===== src/rtl/if_fetch_stage.sv =====
// Instruction-fetch stage: holds the PC, drives the instruction-memory
// address and loads the IF/ID register feeding decode.
//
// Ports:
//   clk, rst_n        clock, async active-low reset
//   stall             hold PC and IF/ID (load-use hazard)
//   redirect,
//   redirect_pc       taken branch/jump: flush IF/ID, retarget PC
//   imem_addr         instruction address (combinational from PC)
//   imem_req          fetch request, 1 whenever out of reset
//   imem_ready,
//   imem_rdata        wait-state memory response
//   if_id_instr,
//   if_id_pc_plus4,
//   if_id_valid       IF/ID register outputs
//   fetch_misalign    one-cycle flag for a misaligned redirect target
//
// Optional feature macro: ALIGN_CHECK_EN
//   defined   -> misaligned redirect targets are forced to word
//                alignment and fetch_misalign pulses for one cycle
//   undefined -> redirect_pc used as given, fetch_misalign tied 0

module adder32 (
    input  logic [31:0] add_a,
    input  logic [31:0] add_b,
    output logic [31:0] sum
);
    assign sum = add_a + add_b;
endmodule

module if_fetch_stage #(
    parameter logic [31:0] RESET_PC  = 32'h0000_0000,
    parameter logic [31:0] NOP_INSTR = 32'h0000_0000
) (
    input  logic        clk,
    input  logic        rst_n,
    input  logic        stall,
    input  logic        redirect,
    input  logic [31:0] redirect_pc,
    output logic [31:0] imem_addr,
    output logic        imem_req,
    input  logic        imem_ready,
    input  logic [31:0] imem_rdata,
    output logic [31:0] if_id_instr,
    output logic [31:0] if_id_pc_plus4,
    output logic        if_id_valid,
    output logic        fetch_misalign
);

    logic [31:0] pc;
    logic [31:0] pc_plus4;
    logic [31:0] redir_tgt;
    logic        req_q;

    // Carry out is dropped: 32'hFFFF_FFFC + 4 wraps to 0.
    adder32 u_pc_add (
        .add_a (pc),
        .add_b (32'd4),
        .sum   (pc_plus4)
    );

`ifdef ALIGN_CHECK_EN
    logic redir_mis;
    logic mis_q;

    assign redir_tgt = {redirect_pc[31:2], 2'b00};
    assign redir_mis = |redirect_pc[1:0];

    // Cleared on every edge unless a misaligned redirect occurs,
    // so the flag is a single-cycle pulse.
    always_ff @(posedge clk or negedge rst_n) begin
        if (!rst_n) begin
            mis_q <= 1'b0;
        end else begin
            mis_q <= redirect & redir_mis;
        end
    end

    assign fetch_misalign = mis_q;
`else
    assign redir_tgt      = redirect_pc;
    assign fetch_misalign = 1'b0;
`endif

    always_ff @(posedge clk or negedge rst_n) begin
        if (!rst_n) begin
            pc             <= RESET_PC;
            req_q          <= 1'b0;
            if_id_instr    <= NOP_INSTR;
            if_id_pc_plus4 <= 32'd0;
            if_id_valid    <= 1'b0;
        end else begin
            req_q <= 1'b1;
            // Redirect outranks stall; any returned word is dropped.
            if (redirect) begin
                pc          <= redir_tgt;
                if_id_instr <= NOP_INSTR;
                if_id_valid <= 1'b0;
            end else if (stall) begin
                pc          <= pc;
            end else if (imem_ready) begin
                pc             <= pc_plus4;
                if_id_instr    <= imem_rdata;
                if_id_pc_plus4 <= pc_plus4;
                if_id_valid    <= 1'b1;
            end else begin
                if_id_instr <= NOP_INSTR;
                if_id_valid <= 1'b0;
            end
        end
    end

    assign imem_addr = pc;
    assign imem_req  = req_q;

endmodule


===== config.mk =====
export PLATFORM = sky130hd
export DESIGN_NAME = if_fetch_stage
export DESIGN_NICKNAME = d
export VERILOG_FILES = /design/src/rtl/if_fetch_stage.sv
export SDC_FILE = /design/constraint.sdc
export NUM_CORES = 1
export LEC_CHECK = 0
export BUFFER_PORTS_ARGS = -buffer_cell sky130_fd_sc_hd__buf_2
export CAP_MARGIN = 5
export CORE_MARGIN = 2
export CORE_UTILIZATION = 48
export DETAILED_ROUTE_END_ITERATION = 16
export PLACE_DENSITY = 0.77
export SLEW_MARGIN = 10
export SYNTH_ARGS = -nofsm -noshare
export SYNTH_HDL_FRONTEND = slang
export SYNTH_HIERARCHICAL = 1
export SYNTH_SLANG_ARGS = --single-unit

===== constraint.sdc =====
create_clock -name clk -period 2.45 [get_ports clk]
set_input_delay 0.245 -clock clk [delete_from_list [all_inputs] [get_ports clk]]
set_output_delay 0.245 -clock clk [all_outputs]
set_load 0.02 [all_outputs]

Word level (Yosys, flattened, before mapping). Index checks and enable logic that the tools add are counted.

Muxes and demuxes: 9. $add $sub $neg: 1. Equal/unequal tests: 1. Bitwise logic cells: 2. Reduce and logical (&&, ||, !) cells: 3.

Operator list (number): 32-bit two-way mux (6); 32-bit by 3-bit adder with 32-bit output, second input constant (1); 1-bit two-way mux (3); 3-bit AND reduction (1); 2-bit by 1-bit != test with 1-bit output, second input constant (1); 1-bit inverter (2); 2-bit AND reduction (1); 2-bit nonzero test (1).

Bits of input ports: 69. Register bits: 98. Output and inout port bits: 99. Logic and storage cells: 21.

Logic depth before layout (Yosys ltp). Gate-level depths: netlist (run 1).

Word-level depth: 4. Mapped depth: 11. Gate-level depth less buffers: 11.

Hierarchy. The synthesis (run 1) kept the hierarchy.

By module, submodules not included: if_fetch_stage (area an instance 4520.6 µm², seq. area each 2452.4 µm², instances 1, cells an instance 368); adder32 (area an instance 1744.2 µm², seq. area each 0.0 µm², instances 1, cells an instance 241).

Worst setup path before layout (run 1). No wires, ideal clock.

Path type: reg2reg. Start point: register pc[2] (netlist: imem_addr[2]). End point: register pc[31] (netlist: imem_addr[31]). Slack: -0.297 ns. Clock period less this slack: 2.747 ns. Stages on the path, launching flop included: 11. Buffers on the path: 0. Arrival: 2.621 ns. Data required time: 2.324 ns. Library setup time: 0.126 ns. Path through: dfrtp_1 > ha_1 > o211ai_1 > o21ai_2 > o21bai_4 > a22oi_4 > a311oi_4 > o311a_1 > or3_1 > nor4bb_1 > a221o_1.

Word-level cells in the longest chain between the ends: 4.

RTL lines: start, declared (line 50) `logic [31:0] pc;`; start signal, assigned (line 96) `pc <= redir_tgt;`; start signal, assigned (line 100) `pc <= pc;`; start signal, assigned (line 102) `pc <= pc_plus4;`; 32-bit by 3-bit adder with 32-bit output (line 28) `assign sum = add_a + add_b;`; named net pc_plus4[31] (line 51) `logic [31:0] pc_plus4;`; 32-bit two-way mux (line 101) `end else if (imem_ready) begin`; 32-bit two-way mux (line 99) `end else if (stall) begin`; 32-bit two-way mux (line 95) `if (redirect) begin`.

The timed path passes the listed nets, and every way through them passes these cells. The select of a mux whose other input is x is not followed. A chain may end at the register's enable or synchronous reset.

Worst setup path after layout (run 1).
Start point: register pc[5] (netlist: imem_addr[5]). End point: register pc[31] (netlist: imem_addr[31]).

The elaborated chain is that of the path after synthesis.

==> results of run 1 <==
stage by stage:
step	instance area (um2)	hold WS [ps]	setup WS, ps
global placement	7651	172.0	-247.1
global route	8289	110.0	-332.9
detailed placement	7651	181.3	-263.1
finish	8289	115.7	-244.3
floorplan	6500	-50.59	-294.0
CTS	8113	105.0	-171.0
layout by cell type, fill, tap and decap left out, types with 19 or more instances in the layout:
master    count
buf_4        60
a221o_1      32
a21oi_1      56
and4bb_1     20
conb_1       35
dfrtp_1      90
mux2_2       29
nor2b_1      33
buf_2       164
ha_1         23
a21o_1       19
nand3b_1     33
nand2_1      50
routing by layer:
layer  up-vias  wire, um  track usage (%)
met1      2811      7399            30.90
met5         -         0                0
met2       196      8901            42.70
li1       2683         -                -
met4         0       400            10.17
met3        35       827            3.668
final timing paths:
kind,endpoint,slack (ps),depth (start not counted),from
setup reg to reg,imem_addr[31]$_DFFE_PN0P_,-240,11,imem_addr[5]$_DFFE_PN0P_
hold reg to reg,if_id_pc_plus4[30]$_DFFE_PN0P_,480,1,if_id_pc_plus4[30]$_DFFE_PN0P_
min in group asynchronous,if_id_pc_plus4[15]$_DFFE_PN0P_,330,2,rst_n
setup / recovery,imem_addr[31]$_DFFE_PN0P_,-240,11,imem_addr[5]$_DFFE_PN0P_
hold / removal,imem_addr[29]$_DFFE_PN0P_,120,2,redirect_pc[29]
max in group asynchronous,imem_addr[3]$_DFFE_PN0P_,1460,3,rst_n
power by group through the flow:
stage	Combinational, mW	Clock, mW	Sequential [mW]
final	2.89	1.40	2.18
after global routing	3.09	1.49	2.23
after CTS	2.71	1.43	2.18
after detailed placement	2.59	0	2.21
after global placement	2.53	0	2.19
after floorplan	1.29	0	2.63
registers in the layout (all words and copies together) (netlist names):
signal and cells:
imem_addr 32, if_id_valid 1, imem_req 1, if_id_instr 32, if_id_pc_plus4 32
cell families after synthesis:
| kind of cell | share of synthesized area (%) |
|---|---|
| AND/OR/NAND/NOR | 20.41 |
| AO/OA/AOI/OAI | 18.69 |
| flip-flops | 39.15 |
| buffers and inverters | 5.133 |
| multiplexers | 6.071 |
| adder cells (fa/ha/maj) | 6.511 |
| XOR/XNOR | 3.915 |
| other | 0.1199 |
critical path, stage by stage, from the launching register on:
cell and delay, ps:
dfrtp_2 430, ha_4 240, o21a_1 210, o211ai_1 190
o21bai_4 170, a22oi_4 110, a311oi_4 260, buf_4 180
nor4_1 50, or3_1 320, nor4bb_1 150, a221o_1 270
what timing repair did:
item / CTS / global route
endpoints found under the setup margin: 16 / 25
hold buffers: 1 / 0
buffers inserted: 9 / 8
pin swaps: 18 / 17
hold endpoints to repair: 22 / 0
resized for setup: 20 / 20
final cells by class:
| type | count | share of cell area [%] |
|---|---|---|
| clock inverters | 6 | 0.5585 |
| flip-flops and latches | 98 | 29.71 |
| well taps | 172 | 2.596 |
| repair buffers | 233 | 16.75 |
| clock buffers | 10 | 2.883 |
| inverters | 6 | 0.2717 |
| multi-input cells | 487 | 47.20 |
| diodes | 1 | 0.03019 |
==> impl_results.md, run 1 <==
- Startpoint Class: register
- Starting Density: 49.44%
- Clock Power Share: 21.6%
- Number of global-route vias before repair: 5,546
- Critical Path RT: between 2000 and 3000 ps
- Main area contributors after synthesis: dfrtp_1 (39%), ha_1 (6.2%), mux2_2 (5.2%), a221o_1 (5.1%), a21oi_1 (5.0%)
- Finished Core Util: 65.42%
- CTS tree: done
- Tcrit/Tclk final: 110.0%
- Clock latency on the worst-skew pair: 360 ps
- Power consumption: 6.469 mW
- Drc violations: 0
- Max Fclk: 371.2 MHz
- Die H: 118.2 um
- Core Rows: 41
- Post-synthesis sequential area ratio: 39.15%
- DRT Pass-1 Iters: 4
- Die Footprint: between 10,000 and 15,000 um2
- Synth top area share: 39.15%
- Actual slew at the worst max-slew pin: between 500 and 600 ps
- Net Sw Frac: 38.29%
- CP endpoint kind: register
- Critical path class: reg -> reg
- Commonest cells post-synth: dfrtp_1 (98), a21oi_1 (62), nand2_1 (51)
- Top-count cell post-synth: dfrtp_1
- Slew Limit Fails: 0
- Initial antenna violation count: 1
- GRT Util Overall: 24.73%
- Failing checks: negative setup slack
- Sequential cell area: 2462 um2
- CTS root buf: clkbuf_16
- WL/cell: 17.30 um
- Psw: between 2 and 2.5 mW
- Port bufs: between 150 and 200
- Area growth from synthesis to layout: 32.31%
- Synthesized flop and latch total: 98
- Initial DRC Count: 342
- Clk_skew: 8.341 ps
- Max FO, Critical Path: 3
- Htree depth: 3
- Clock buffer depth: 2
- Area of the multi-input gates: roughly 3900 um2
- Combinational Power Share: 44.7%
- Seq pwr share: 33.7%
- Die Width: 118.2 um
- Syn Std Cell Area: around 6300 um2
- Total gr overflow: 0
- NumNets Final: 936
- Slew HR: a little over three fifths
- Worst-path clk slew: approximately 70 ps
- Routed vias: around 5,700
- Antenna-violating nets left: 0
- Layout cells sized above 1: between 30% and 40%
- Post-synth EDFFs: 0
- CTS Buf Count: 9
- Status: finished with violations
- Int Pwr: 3.992 mW
- Clock sinks: 98
- Hold Vio Cnt, Final: 0
- Final WS setup: -244.3 ps
- Minimum clock period: 2694 ps
- Leakage: 3.981 nW
- Cells after synthesis: 609
- Worst min-delay path class: in -> reg
- Maxcap violations: 0
- Final WL: 17,530 um
- Vias per inst: 5.652
- Final GP Congestion: between 0.9 and 1
- Largest net degree at the start of global routing: slightly below 60
- Placed cells: 979
- Final std cells w/o fill: 1,013
- Largest area contributor in the netlist: dfrtp_1
- Post-synthesis async set-or-reset flop share: 100.0%
- Core Area: 12,670 um2
- Final setup violation count: 15
- Primary FF master, synth: dfrtp_1
- RSZ-0062 raised after global routing: true
- Post-synthesis cell type count: 61
- DP HPWL: ~12,000 um
- CP arrival: ~2900 ps
- First-pass GRT wire length: roughly 28,000 um
- Setup Total Neg Slack: -1926 ps
- Fillers: 984
- Ys Warns: 6
- IO Count: approximately 170
- VDD IR max: 0.5270 mV
- Mean Syn Cell Area: 10.29 um2
- Pwr/cell area: 780.4 nW/um2
Note: power is estimated with default switching activity, not from simulation.
==> run 2: changes to the inputs <==
--- a/config.mk
+++ b/config.mk
@@ -8,10 +8,8 @@
 export BUFFER_PORTS_ARGS = -buffer_cell sky130_fd_sc_hd__buf_2
 export CAP_MARGIN = 5
 export CORE_MARGIN = 2
-export CORE_UTILIZATION = 48
+export CORE_UTILIZATION = 30
 export DETAILED_ROUTE_END_ITERATION = 16
-export PLACE_DENSITY = 0.77
-export SLEW_MARGIN = 10
 export SYNTH_ARGS = -nofsm -noshare
 export SYNTH_HDL_FRONTEND = slang
 export SYNTH_HIERARCHICAL = 1
==> run 2 against run 1 <==
The run still ends with negative setup slack left. Global-route usage down 8.7 points. Via count fell by 2.5%. Critical path depth decreased by 1. Sequential power about the same. Core utilization down 23 points. Wire length grew 2.9%. Setup slack better by 58 ps. First-iteration DRC count increased by 13%. Combinational power rose by 3%. Power rose by 3.7%. Maximum frequency grew 2.2%. Worst hold slack improved by 2.1 ps.
==> impl_results.md, run 2 (synthesis gave the netlist of run 1 again) <==
- Status: finished with violations (unchanged)
- Failing checks: negative setup slack (unchanged)
- Final setup violation count: 18 (was 15)
- Initial DRC Count: 388 (was 342)
- Maxcap violations: 0 (unchanged)
- Combinational Power Share: 44.2% (was 44.7%)
- Reg2Reg Depth: 10 (was 11)
- Antenna diodes: 0 (was 1)
- Die H: 148.5 um (was 118.2 um)
- Leakage: 4.038 nW (was 3.981 nW)
- Die Width: 148.5 um (was 118.2 um)
- Drc violations: 0 (unchanged)
- Net Sw Frac: 37.09% (was 38.29%)
- VDD IR max: 0.3823 mV (was 0.5270 mV)
- CP endpoint kind: register (unchanged)
- Slew Limit Fails: 0 (unchanged)
- Minimum clock period: 2636 ps (was 2694 ps)
- Slew HR: 57.85% (was 62.46%)
- Vias per inst: 5.022 (was 5.652)
- Actual slew at the worst max-slew pin: 616.3 ps (was 549.0 ps)
- WL/cell: 16.21 um (was 17.30 um)
- Startpoint Class: register (unchanged)
- CP arrival: 2880 ps (was 2940 ps)
- Psw: 2.489 mW (was 2.477 mW)
- DP HPWL: 12,810 um (was 12,250 um)
- Clock Power Share: 23.5% (was 21.6%)
- Antenna-violating nets left: 0 (unchanged)
- Power consumption: 6.709 mW (was 6.469 mW)
- Worst min-delay path class: in -> reg (unchanged)
- Area growth from synthesis to layout: 36.31% (was 32.31%)
- Seq pwr share: 32.3% (was 33.7%)
- Hold Vio Cnt, Final: 0 (unchanged)
- Layout cells sized above 1: 40.38% (was 39.64%)
- Final GP Congestion: 0.8799 (was 0.9219)
- IO Count: 168 (unchanged)
- Core Rows: 52 (was 41)
- Clock latency on the worst-skew pair: 360 ps (about the same)
- Hold Path Cell Cnt: 2 (unchanged)
- Final hold slack: 117.9 ps (was 115.7 ps)
- Critical Path RT: 2700 ps (about the same)
- Largest net degree at the start of global routing: 62 (was 59)
- CTS root buf: clkbuf_16 (unchanged)
- RSZ-0062 raised after global routing: true (unchanged)
- GRT Util Overall: 16.06% (was 24.73%)
- Int Pwr: 4.221 mW (was 3.992 mW)
- First-pass GRT wire length: 28,320 um (was 28,060 um)
- Total gr overflow: 0 (unchanged)
- Pwr/cell area: 785.7 nW/um2 (was 780.4 nW/um2)
- NumNets Final: 939 (was 936)
- CTS Buf Count: 9 (unchanged)
- Final WS setup: -185.9 ps (was -244.3 ps)
- Max FO, Critical Path: 2 (was 3)
- Starting Density: 30.76% (was 49.44%)
- Tcrit/Tclk final: 107.6% (was 110.0%)
- Setup Total Neg Slack: -1483 ps (was -1926 ps)
- Critical path class: reg -> reg (unchanged)
- Core Area: 20,360 um2 (was 12,670 um2)
- Routed vias: 5,584 (was 5,725)
- Max Fclk: 379.4 MHz (was 371.2 MHz)
- Initial antenna violation count: 0 (was 1)
- Clock sinks: 98 (unchanged)
- Commonest non-fill, non-tap cell in the layout: buf_2 (unchanged)
- Die Footprint: 22,050 um2 (was 13,980 um2)
- Number of global-route vias before repair: 5,383 (was 5,546)
- DRT Pass-1 Iters: 5 (was 4)
- CTS tree: done (unchanged)
- Final WL: 18,030 um (was 17,530 um)
- Port bufs: 166 (unchanged)
- Worst-path clk slew: 70 ps (about the same)
- Fillers: 2,013 (was 984)
- Most frequent cells in the layout: buf_2 (164), dfrtp_1 (90), buf_4 (62), a21oi_1 (56), nand2_1 (48) (was buf_2 (164), dfrtp_1 (90), buf_4 (60), a21oi_1 (56), nand2_1 (50))
- Clock buffer depth: 2 (unchanged)
- Clk_skew: 7.850 ps (was 8.341 ps)
- Htree depth: 3 (unchanged)
-- run 2: routing by layer --
layer / part of all wire, % / GRT usage [%]
met1: 46 / 21.27
met5: 0 / 0
met3: 3.5 / 2.301
met4: 1.9 / 5.952
met2: 49 / 26.74
-- run 2: worst paths after layout --
kind	start	to	slack, ps
worst min register to register	if_id_pc_plus4[30]$_DFFE_PN0P_	if_id_pc_plus4[30]$_DFFE_PN0P_	490
worst max register to register	imem_addr[2]$_DFFE_PN0P_	imem_addr[31]$_DFFE_PN0P_	-190
min in group asynchronous	rst_n	if_id_instr[16]$_DFFE_PN0P_	400
worst min-delay path	redirect_pc[7]	imem_addr[7]$_DFFE_PN0P_	120
worst max-delay path	imem_addr[2]$_DFFE_PN0P_	imem_addr[31]$_DFFE_PN0P_	-190
max in group asynchronous	rst_n	imem_addr[18]$_DFFE_PN0P_	1320
-- run 2: area by class of cell --
type,instances,area (um2),area share [%]
clock buffers,9,225.2,2.637
repair buffers,236,1424,16.67
inverters,6,22.52,0.2637
clock inverters,6,91.34,1.070
flip-flops and latches,98,2462,28.84
multi-input cells,487,3976,46.56
well taps,270,337.8,3.956
-- run 2: critical path: stages (launching register included) --
cell and delay [ps]:
dfrtp_2 420, ha_4 270, o211ai_1 90, o21ai_2 210, o21bai_4 110, a22oi_4 200, a311oi_4 130, o311a_1 310
or3_1 380, nor4bb_1 130, a221o_1 270
-- run 2: through the flow --
step           setup slack, ps  util [%]  cell area, um2  cells
4_1_cts                 -173.0     40.66            8279   1106
2_1_floorplan           -294.0         -            6500    642
6_report                -185.9     41.93            8539   1112
3_3_place_gp            -217.6     38.39            7819   1083
5_1_grt                 -308.2     41.93            8539   1112
3_5_place_dp            -260.4     38.39            7819   1083
-- run 2: what timing repair did --
action | 4_1_cts | 5_1_grt
setup buffers | 7 | 7
pin swaps | 22 | 11
cloned | 0 | 0
resized for setup | 18 | 36
endpoints found under the hold margin | 37 | 0
setup endpoints to repair | 16 | 25
hold buffers | 1 | 0
-- run 2: power groups by stage --
| stage | clock network (mW) | registers, mW | logic, mW |
|---|---|---|---|
| after floorplan | 0 | 2.63 | 1.29 |
| after global placement | 0 | 2.19 | 2.62 |
| after detailed placement | 0 | 2.20 | 2.63 |
| after CTS | 1.62 | 2.17 | 2.74 |
| after global routing | 1.67 | 2.22 | 3.21 |
| final | 1.57 | 2.17 | 2.97 |
==> run 3: changes to the inputs <==
--- a/config.mk
+++ b/config.mk
@@ -10,6 +10,7 @@
 export CORE_MARGIN = 2
 export CORE_UTILIZATION = 30
 export DETAILED_ROUTE_END_ITERATION = 16
+export SETUP_SLACK_MARGIN = 0.4
 export SYNTH_ARGS = -nofsm -noshare
 export SYNTH_HDL_FRONTEND = slang
 export SYNTH_HIERARCHICAL = 1
==> run 3 against run 2 <==
The flow still finishes with violations (negative setup slack). Cell area increased by 3.5%. Die area unchanged. Highest routed layer unchanged. Sequential share of layout area decreased by 0.97 points. Critical path type unchanged. Sequential power about the same. Non-clock buffer count rose by 11. Via count is 0.43% higher. Critical path depth grew 1. Worst hold slack worse by 0.51 ps. Register-to-register slack got worse by 40 ps. Setup slack worse by 36 ps. Clock-buffer cell count did not move.
==> impl_results.md, run 3 (synthesis gave the netlist of run 1 again) <==
- Crit-path slowest cell: dfrtp_2 (unchanged)
- Worst min-delay path class: in -> reg (unchanged)
- Final std cells w/o fill: 1,126 (was 1,112)
- R2R Path Start: imem_addr[5]$_DFFE_PN0P_ (was imem_addr[2]$_DFFE_PN0P_)
- Crit path max-delay family: compound AO/OA/AOI/OAI gates (unchanged)
- Reg2Reg Depth: 11 (was 10)
- CP arrival: 2910 ps (was 2880 ps)
- Initial antenna violation count: 2 (was 0)
- Highest routed layer: met4 (unchanged)
- Hold Vio Cnt, Final: 0 (unchanged)
- Leakage: 4.227 nW (was 4.038 nW)
- Hold Path Cell Cnt: 2 (unchanged)
- Die Footprint: 22,050 um2 (unchanged)
- Area of the multi-input gates: 4126 um2 (was 3976 um2)
- Fillers: 1,978 (was 2,013)
- Worst flop-to-flop path endpoint: imem_addr[31]$_DFFE_PN0P_ (unchanged)
- CP bufs+invs: 1 (was 0)
- Antenna-violating nets left: 0 (unchanged)
- Die Width: 148.5 um (unchanged)
- CTS root buf: clkbuf_16 (unchanged)
- Placed cells: 1,085 (was 1,083)
- WL met1: 8183 um (was 8216 um)
- DRT Pass-1 Iters: 4 (was 5)
- Hold path startpoint: redirect_pc[16] (was redirect_pc[7])
- Die H: 148.5 um (unchanged)
- Startpoint Class: register (unchanged)
- Critical Path RT: 2690 ps (was 2700 ps)
- Minimum clock period: 2672 ps (was 2636 ps)
- Critical path class: reg -> reg (unchanged)
- GRT Util Overall: 16.60% (was 16.06%)
- Clock sinks: 98 (unchanged)
- Commonest non-fill, non-tap cell in the layout: buf_2 (unchanged)
- DP HPWL: 12,880 um (was 12,810 um)
- Drc violations: 0 (unchanged)
- Final WS setup: -221.7 ps (was -185.9 ps)
- Largest net degree at the start of global routing: 58 (was 62)
- CP peak stage delay: 420 ps (about the same)
- NumNets Final: 950 (was 939)
- Core Rows: 52 (unchanged)
- Core Area: 20,360 um2 (unchanged)
- Most frequent cells in the layout: buf_2 (164), dfrtp_1 (90), buf_4 (66), a21oi_1 (55), nand2_1 (47) (was buf_2 (164), dfrtp_1 (90), buf_4 (62), a21oi_1 (56), nand2_1 (48))
- Worst-path clk slew: 70 ps (about the same)
- Finished Core Util: 43.39% (was 41.93%)
- First-pass GRT wire length: 28,920 um (was 28,320 um)
- Status: finished with violations (unchanged)
- Vias per inst: 4.980 (was 5.022)
- Final setup violation count: 19 (was 18)
- Layout cells sized above 1: 42.51% (was 40.38%)
- Final GP Congestion: 0.8178 (was 0.8799)
- WL/cell: 16.34 um (was 16.21 um)
- CTS tree: done (unchanged)
- Initial DRC Count: 266 (was 388)
- Crit path cell chain: ha_4 > o21a_1 > o211ai_1 > o21bai_4 > a22oi_4 > a311oi_4 > buf_4 > nor4_1 > or3_1 > nor4bb_1 > a221o_1 (was ha_4 > o211ai_1 > o21ai_2 > o21bai_4 > a22oi_4 > a311oi_4 > o311a_1 > or3_1 > nor4bb_1 > a221o_1)
- Clock latency on the worst-skew pair: 360 ps (about the same)
- Routed vias: 5,608 (was 5,584)
- Port bufs: 166 (unchanged)
- Slew Limit Fails: 0 (unchanged)
- Slack of the worst reg-to-reg path: -220 ps (was -190 ps)
- CTS Buf Count: 9 (unchanged)
- Htree depth: 3 (unchanged)
- Met3 routed WL: 631 um (was 625 um)
- Sequential cell area: 2462 um2 (unchanged)
- Power consumption: 7.077 mW (was 6.709 mW)
- Number of global-route vias before repair: 5,452 (was 5,383)
- RSZ-0062 raised after global routing: true (unchanged)
- CP endpoint kind: register (unchanged)
- Wire length on met2: 9104 um (was 8849 um)
- Total gr overflow: 0 (unchanged)
- Maxcap violations: 0 (unchanged)
- Pwr/cell area: 800.9 nW/um2 (was 785.7 nW/um2)
- VDD IR max: 0.3712 mV (was 0.3823 mV)
- Final WL: 18,400 um (was 18,030 um)
- Starting Density: 30.76% (unchanged)
- Final hold slack: 117.4 ps (was 117.9 ps)
- Actual slew at the worst max-slew pin: 653.0 ps (was 616.3 ps)
- Area growth from synthesis to layout: 41.04% (was 36.31%)
- Failing checks: negative setup slack (unchanged)
- IO Count: 168 (unchanged)
- Hold EP: imem_addr[16]$_DFFE_PN0P_ (was imem_addr[7]$_DFFE_PN0P_)
- Clock buffer depth: 2 (unchanged)
- Clk_skew: 8.271 ps (was 7.850 ps)
- Max Fclk: 374.3 MHz (was 379.4 MHz)
- Tcrit/Tclk final: 109.0% (was 107.6%)
- Slew HR: 56.46% (was 57.85%)
- Max FO, Critical Path: 2 (unchanged)
run 3: report_power, final:
group          internal [mW]  switching (mW)
clock                   1.01           0.685
combinational           1.54            1.67
sequential              1.97           0.204
total                   4.52            2.56
run 3: area by class of cell:
cell class | instances | share of cell area, %
multi-input cells | 487 | 46.70
clock buffers | 9 | 2.549
flip-flops and latches | 98 | 27.87
repair buffers | 247 | 17.35
well taps | 270 | 3.823
clock inverters | 7 | 1.402
diodes | 2 | 0.05664
inverters | 6 | 0.2549
run 3: timing repair:
action	in CTS	in global routing
pin swaps	20	20
setup buffers	12	10
setup endpoints to repair	44	50
hold buffers	1	0
hold endpoints to repair	43	0
resized for setup	32	43
run 3: how the worst max path moves through the flow:
stage,from,endpoint,slack [ps],depth (start not counted)
2_1_floorplan,imem_addr[4]$_DFFE_PN0P_,imem_addr[31]$_DFFE_PN0P_,-290,10
3_3_place_gp,imem_addr[2]$_DFFE_PN0P_,imem_addr[31]$_DFFE_PN0P_,-270,10
3_5_place_dp,imem_addr[2]$_DFFE_PN0P_,imem_addr[31]$_DFFE_PN0P_,-290,10
4_1_cts,imem_addr[2]$_DFFE_PN0P_,imem_addr[31]$_DFFE_PN0P_,-210,10
5_1_grt,imem_addr[2]$_DFFE_PN0P_,imem_addr[31]$_DFFE_PN0P_,-340,10
6_report,imem_addr[5]$_DFFE_PN0P_,imem_addr[31]$_DFFE_PN0P_,-220,11
run 3: per-layer routing:
layer	global-route usage [%]	vias up
li1	-	2707
met1	21.65	2744
met2	27.82	126
met3	2.147	31
met4	6.952	0
met5	0	-
run 3: stage by stage:
step                      TNS (ps)  setup slack [ps]  cell area (um2)
after detailed placement     -1070            -285.5             7884
after global placement      -815.8            -272.2             7884
after global routing         -4224            -338.1             8836
final                        -1339            -221.7             8836
after CTS                    -1288            -211.1             8541
after floorplan             -505.0            -292.7             6550
